**src/rtl/alu_arbiter.sv**
```systemverilog
// rtl/alu_arbiter.sv - round-robin arbiter sharing one 32-bit ALU between two requesters
module alu_arbiter #(
  parameter int CNT_W = 16
) (
  input  logic             i_clk,
  input  logic             i_reset,
  input  logic             i_req0_valid,
  input  logic [31:0]      i_req0_a,
  input  logic [31:0]      i_req0_b,
  input  logic [2:0]       i_req0_f,
  output logic             o_req0_ready,
  input  logic             i_req1_valid,
  input  logic [31:0]      i_req1_a,
  input  logic [31:0]      i_req1_b,
  input  logic [2:0]       i_req1_f,
  output logic             o_req1_ready,
  output logic             o_rsp_valid,
  input  logic             i_rsp_ready,
  output logic [31:0]      o_rsp_y,
  output logic             o_rsp_zero,
  output logic             o_rsp_id,
  output logic             o_rsp_err,
  output logic             o_busy,
  output logic [CNT_W-1:0] o_done_cnt
);

  localparam logic [2:0] F_ILLEGAL = 3'b011;
  localparam logic [CNT_W-1:0] CNT_ONE = {{(CNT_W-1){1'b0}}, 1'b1};

  typedef enum logic [1:0] {
    S_IDLE = 2'd0,
    S_EXEC = 2'd1,
    S_RESP = 2'd2
  } state_t;

  state_t            r_state;
  state_t            w_next_state;
  logic              r_prio;
  logic [31:0]       r_op_a;
  logic [31:0]       r_op_b;
  logic [2:0]        r_op_f;
  logic              r_op_id;
  logic [31:0]       r_rsp_y;
  logic              r_rsp_zero;
  logic              r_rsp_id;
  logic              r_rsp_err;
  logic [CNT_W-1:0]  r_done_cnt;
  logic              w_gnt0;
  logic              w_gnt1;
  logic              w_accept;
  logic              w_rsp_hs;
  logic [31:0]       w_diff;
  logic [31:0]       w_alu_y;

  // Grant: a lone valid wins outright, a tie goes to the priority pointer
  always_comb begin
    w_gnt0 = i_req0_valid && (!i_req1_valid || !r_prio);
    w_gnt1 = i_req1_valid && (!i_req0_valid || r_prio);
  end

  assign w_accept = o_req0_ready || o_req1_ready;
  assign w_rsp_hs = o_rsp_valid && i_rsp_ready;

  // Shared ALU, fed only from the captured operand registers; SLT is the sign of a-b
  always_comb begin
    w_diff = r_op_a - r_op_b;
    case (r_op_f)
      3'b000:  w_alu_y = r_op_a & r_op_b;
      3'b001:  w_alu_y = r_op_a | r_op_b;
      3'b010:  w_alu_y = r_op_a + r_op_b;
      3'b100:  w_alu_y = r_op_a & ~r_op_b;
      3'b101:  w_alu_y = r_op_a | ~r_op_b;
      3'b110:  w_alu_y = w_diff;
      3'b111:  w_alu_y = {31'd0, w_diff[31]};
      default: w_alu_y = 32'd0;
    endcase
  end

  // State register
  always_ff @(posedge i_clk) begin
    if (i_reset) begin
      r_state <= S_IDLE;
    end else begin
      r_state <= w_next_state;
    end
  end

  // Next-state logic: one EXEC cycle, RESP holds until the consumer takes it
  always_comb begin
    w_next_state = r_state;
    case (r_state)
      S_IDLE:  if (w_accept) w_next_state = S_EXEC;
      S_EXEC:  w_next_state = S_RESP;
      S_RESP:  if (i_rsp_ready) w_next_state = S_IDLE;
      default: w_next_state = S_IDLE;
    endcase
  end

  // Outputs decoded from state; grants are suppressed while reset is high
  always_comb begin
    o_req0_ready = (r_state == S_IDLE) && !i_reset && w_gnt0;
    o_req1_ready = (r_state == S_IDLE) && !i_reset && w_gnt1;
    o_rsp_valid  = (r_state == S_RESP);
    o_busy       = (r_state != S_IDLE);
  end

  // Operand capture, response registers, priority pointer and completion counter
  always_ff @(posedge i_clk) begin
    if (i_reset) begin
      r_prio     <= 1'b0;
      r_op_a     <= 32'd0;
      r_op_b     <= 32'd0;
      r_op_f     <= 3'd0;
      r_op_id    <= 1'b0;
      r_rsp_y    <= 32'd0;
      r_rsp_zero <= 1'b0;
      r_rsp_id   <= 1'b0;
      r_rsp_err  <= 1'b0;
      r_done_cnt <= '0;
    end else begin
      if (w_accept) begin
        r_op_a  <= o_req1_ready ? i_req1_a : i_req0_a;
        r_op_b  <= o_req1_ready ? i_req1_b : i_req0_b;
        r_op_f  <= o_req1_ready ? i_req1_f : i_req0_f;
        r_op_id <= o_req1_ready;
        r_prio  <= o_req0_ready;
      end
      if (r_state == S_EXEC) begin
        r_rsp_id <= r_op_id;
        if (r_op_f == F_ILLEGAL) begin
          r_rsp_y    <= 32'd0;
          r_rsp_zero <= 1'b1;
          r_rsp_err  <= 1'b1;
        end else begin
          r_rsp_y    <= w_alu_y;
          r_rsp_zero <= (w_alu_y == 32'd0);
          r_rsp_err  <= 1'b0;
        end
      end
      if (w_rsp_hs && (r_done_cnt != '1)) begin
        r_done_cnt <= r_done_cnt + CNT_ONE;
      end
    end
  end

  assign o_rsp_y    = r_rsp_y;
  assign o_rsp_zero = r_rsp_zero;
  assign o_rsp_id   = r_rsp_id;
  assign o_rsp_err  = r_rsp_err;
  assign o_done_cnt = r_done_cnt;

endmodule

```
**config.mk**
```make
export PLATFORM = sky130hd
export DESIGN_NAME = alu_arbiter
export DESIGN_NICKNAME = d
export VERILOG_FILES = /design/src/rtl/alu_arbiter.sv
export SDC_FILE = /design/constraint.sdc
export NUM_CORES = 1
export LEC_CHECK = 0
export BUFFER_PORTS_ARGS = -buffer_cell sky130_fd_sc_hd__clkbuf_2
export CORE_MARGIN = 4
export CORE_UTILIZATION = 28
export CTS_CLUSTER_DIAMETER = 120
export CTS_CLUSTER_SIZE = 40
export DETAILED_ROUTE_END_ITERATION = 8
export PLACE_DENSITY = 0.51
export RECOVER_POWER = 25
export SLEW_MARGIN = 40
export SYNTH_ARGS = -nofsm -noshare
export SYNTH_HDL_FRONTEND = slang
export SYNTH_SLANG_ARGS = --single-unit
```
**constraint.sdc**
```tcl
create_clock -name i_clk -period 3.5 [get_ports i_clk]
set_input_delay 0 -clock i_clk [delete_from_list [all_inputs] [get_ports i_clk]]
set_output_delay 0 -clock i_clk [all_outputs]
set_load 0.05 [all_outputs]
```
=== Yosys cells after proc, flatten, opt, wreduce, memory -nomap -nowiden ===
Index checks and enable logic that the tools add are counted.
Widths: inputs -> output; s select.

* Register bits: 122
* Output and inout port bits: 55
* Word-level logic and storage cells: 60

* Add/sub/neg operators: 3
* Equal/unequal tests: 12
* Mux-type cells: 10
* Bitwise operators: 5
* Reduce and logical (&&, ||, !) cells: 19

{| class="wikitable"
|+ Operators with widths
! operator !! count
|-
| $pmux 32 s7 || 1
|-
| $mux 32 || 3
|-
| $and 32x32->32 || 2
|-
| $or 32x32->32 || 2
|-
| $add 32x32->32 || 1
|-
| $logic_not 32->1 || 1
|-
| $not 32->32 || 1
|-
| $sub 32x32->32 || 1
|-
| $add 16x1->16 const B || 1
|-
| $ne 16x16->1 const B || 1
|-
| $eq 3x3->1 const B || 4
|-
| $logic_and 1x1->1 || 7
|-
| $eq 3x2->1 const B || 2
|-
| $pmux 2 s3 || 1
|-
| $logic_not 1->1 || 4
|-
| $mux 2 || 2
|-
| $eq 3x1->1 const B || 1
|-
| $logic_not 3->1 || 1
|-
| $logic_or 1x1->1 || 3
|-
| $mux 3 || 1
|-
| $eq 2x1->1 const B || 1
|-
| $eq 2x2->1 const B || 1
|-
| $logic_not 2->1 || 1
|-
| $mux 1 || 2
|-
| 4 further kinds || 4
|}

=== Logic depth before layout (Yosys ltp) ===
* Word-level depth: 7
* Mapped depth: 14
* Depth with buffers taken out: 14

=== Least setup slack after synthesis ===
OpenSTA, ideal clock, no wires.

* Path kind: reg2reg
* From: register r_op_a[0]
* To: register r_rsp_zero (netlist: o_rsp_zero)
* Data arrival time: 3256 ps
* Path slack: 185 ps
* Stages on the path, launching flop included: 15
* Buffers on the path: 0
* Clock period less this slack: 3315 ps
* Cells stage by stage: dfxtp_1 -> inv_1 -> ha_1 -> fa_1 -> nor2b_1 -> o211ai_1 -> a2111o_1 -> a211oi_2 -> o21ai_1 -> a21oi_1 -> o32ai_1 -> or4_1 -> nor4_1 -> and4_1 -> a41o_1

* Longest elaborated chain between the ends: 4

{| class="wikitable"
|+ RTL lines
! what !! line !! RTL
|-
| start: declaration || 39 || <nowiki>logic [31:0] r_op_a;</nowiki>
|-
| start signal: assignment || 122 || <nowiki>r_op_a <= o_req1_ready ? i_req1_a : i_req0_a;</nowiki>
|-
| $sub 32x32->32 (tied with other cells) || 66 || <nowiki>w_diff = r_op_a - r_op_b;</nowiki>
|-
| $pmux 32 s7 * || 67 || <nowiki>case (r_op_f)</nowiki>
|-
| $logic_not 32->1 * || 136 || <nowiki>r_rsp_zero <= (w_alu_y == 32'd0);</nowiki>
|-
| $mux 1 * || 130 || <nowiki>if (r_op_f == F_ILLEGAL) begin</nowiki>
|-
| end signal: assignment || 136 ||
|-
| end: declaration || 44 || <nowiki>logic r_rsp_zero;</nowiki>
|}

Every way passes the cells marked *; elsewhere a longest branch is shown, timed or not.
A chain may end at the register's enable or synchronous reset.

=== Worst setup path in the final report ===
Ends and elaborated chain as after synthesis.

==> results.toml <==
[worst_setup_path]
cp_max_fo = 3
cp_data_required_time_ns = 3.87
path_class = "register to register"
crit_path_start_kind = "register"
critPathArrivalTime_ns = 3.88
cp-end-kind = "register"

[synthesis]
synth_nets = 1558
syn-instance-count = 1354
syn_area_um2 = 9743
ys_async_sr_fraction = 0
yosys_warnings = 0
synth_area_per_cell_um2 = 7.196
synth_edf_count = 0
ys_seq_area_frac = 0.2507
synthDistinctLibCells = 76
synth_flop_cell = "dfxtp_1"
synth_seq_cells = 122

[sta]
slew_violations = 0
fin_ws_ns = -0.009978
timing.fmax_mhz = 284.9
worstMarginPinSlew_ns = 0.7541
max_slew_margin = 0.4973
post-route-period-util = 1.003
fin_worst_skew_ns = 0.01551
timing.setup.tns_ns = -0.009978
rsz0062_at_grt = "true"
setup_violations = 1
period_needed_ns = 3.510
final-hold-violation-count = 0
hold_ws_ns = 0.2275

[route]
drt_wl_total_um = 42220
routedWlPerCell_um = 18.44
drtIter0Drc = 978
firstDrtPassIters = 5
drc_errors = 0
vias_per_cell = 5.155
dr_total_vias = 11800
ant_nets = 0

[place]
dp.cells = 2114
port_buffers = 193
gp_congestion = 0.9249
dpl.hpwl_um = 32970

[global_routing]
grt_first_pass_wirelength_um = 65600
use_met2 = 0.3076
grt-ovfl-total = 0
met3_usage = 0.03848
grt_use_met1 = 0.3368
grt_antenna_before_repair = 0
first_global_vias = 11460
grt_max_degree = 84
busiest_layer = "met1"
gr-usage-all-layers = 0.2165

[power]
p_leak_nw = 6.572
power.total_w = 0.006997
power_density_nw_per_um2 = 473.5
peakVddDrop_uv = 374.4

[hold_path]
hold_path.class = "input port to register"

[die]
die_w_um = 194.5
start_util = 0.2828
rows = 68
core_um2 = 34460
die_area_um2 = 37850
io_pins = 194
die_y_um = 194.5

[clock_tree]
cts-root-buf = "clkbuf_16"
cts_sinks = 122
clk_pin_slew_worst_paths_ns = 0.06
cts_tree = "yes"
cts_max_path_buffers = 2
clock_latency_ns = 0.44
cts_max_level = 4
cts_buffers = 17

[cells_and_area]
drive_gt1_frac = 0.2525
fin_cells = 2289
syn_to_final_growth_pct = 51.69
diodes = 0
seq_area_um2 = 2447
multi_input_area_um2 = 6960
fillers = 3554
finalCoreUtilization = 0.4289
fin_nets = 2025

[job]
maxCapViolCount = 0

[run_status]
violations = "negative setup slack"
status = "finished with violations"
==> power breakdown <==
| part | leakage, nW | internal, W | switching, W |
|---|---|---|---|
| registers | 1.00 | 0.00153 | 0.000126 |
| clock network | 0.318 | 0.00128 | 0.000691 |
| logic | 5.25 | 0.00145 | 0.00192 |
| total | 6.57 | 0.00426 | 0.00274 |
==> cell usage after synthesis, drive strengths merged, types with 5 or more instances <==
cell type	instances	area share
o21a	12	0.0092
o211ai	13	0.010
nand4	13	0.0083
o21ai	43	0.022
nor2b	14	0.0090
nand3	27	0.014
a31oi	10	0.0064
nand2	195	0.075
maj3	19	0.020
xor2	33	0.030
nand2b	8	0.0051
o22ai	17	0.011
xnor2	26	0.023
nor3	16	0.0082
buf	28	0.013
nor2	194	0.075
a221oi	5	0.0045
ha	63	0.081
a21o	13	0.010
and3	9	0.0058
clkbuf	69	0.027
o31ai	16	0.012
o21bai	6	0.0046
nor4	17	0.012
inv	63	0.024
a22oi	12	0.0092
a211oi	30	0.024
o311ai	5	0.0045
a311oi	68	0.061
dfxtp	122	0.25
a21oi	110	0.057
==> registers in the layout, indices dropped and copies added, names as in the netlist, 2 cells and up <==
name	cells
o_done_cnt	16
r_op_f	3
r_state	2
r_op_b	32
o_rsp_y	32
r_op_a	32
==> per-layer routing <==
layer	vias to the layer above	wire length (um)
li1	5831	-
met1	5539	22080
met2	391	16980
met3	39	2556
met4	0	600
met5	-	0
==> worst max-delay path, stage by stage, from the launching register on <==
cell and delay (ns):
dfxtp_2 0.33, inv_2 0.05, ha_4 0.15, fa_2 0.37, nor2b_4 0.13, o211ai_1 0.12, a2111o_1 0.48, buf_6 0.16
nand3b_1 0.12, a311o_1 0.24, a21oi_2 0.09, o32ai_4 0.32, nand4_1 0.21, nor4_4 0.32, and4_1 0.22, a41o_1 0.14
==> layout make-up <==
cell class | instances | share of cell area
inverters | 65 | 0.01651
flip-flops and latches | 122 | 0.1656
repair buffers | 545 | 0.2649
well taps | 455 | 0.03852
multi-input cells | 1070 | 0.4710
clock buffers | 20 | 0.03022
clock inverters | 12 | 0.01329
==> worst paths after layout <==
| kind | from | endpoint | slack (ns) | cells past startpoint |
|---|---|---|---|---|
| worst min register to register | o_rsp_y[22] | o_rsp_y[22] | 0.45 | 2 |
| worst max register to register | r_op_a[0] | o_rsp_zero | -0.01 | 15 |
| worst max-delay path | r_op_a[0] | o_rsp_zero | -0.01 | 15 |
| worst min-delay path | i_req0_valid | r_prio | 0.23 | 4 |
==> cell usage in the layout (no fill, tap or decap), drive strengths merged, types with 14 or more instances in the layout <==
cell type / count
buf: 218
clkbuf: 212
nand2: 195
nor2: 194
dlygate4sd3: 135
dfxtp: 122
a21oi: 110
a311oi: 68
inv: 64
ha: 63
o21ai: 43
xor2: 33
a211oi: 30
nand3: 27
xnor2: 26
maj3: 19
o22ai: 17
nor4: 17
o31ai: 16
nor3: 16
nor2b: 14
==> what timing repair did <==
action                                  CTS  global route
endpoints found under the setup margin    4            13
buffers inserted                          5             3
pin swaps                                13            18
hold buffers                            135             0
endpoints found under the hold margin    70             0
resized for setup                        21            38
==> kinds of logic after synthesis <==
logic type                 Yosys count  synth area share
DFF                                122            0.2507
buffers and inverters              162           0.06485
muxes                                3          0.003082
AOI/OAI and AO/OA                  404            0.2902
and+or+nand+nor                    520            0.2336
adders and majority gates           84            0.1045
xor gates and xnor gates            59           0.05304
==> stage by stage <==
stage / instance area (um^2) / worst slack, ns
3_3_place_gp: 12500 / -0.6176
2_1_floorplan: 9743 / 0.1849
5_1_grt: 14780 / -0.1494
3_5_place_dp: 12500 / -0.5818
4_1_cts: 14640 / -0.1292
6_report: 14780 / -0.009978
Note: power is estimated with default switching activity, not from simulation.
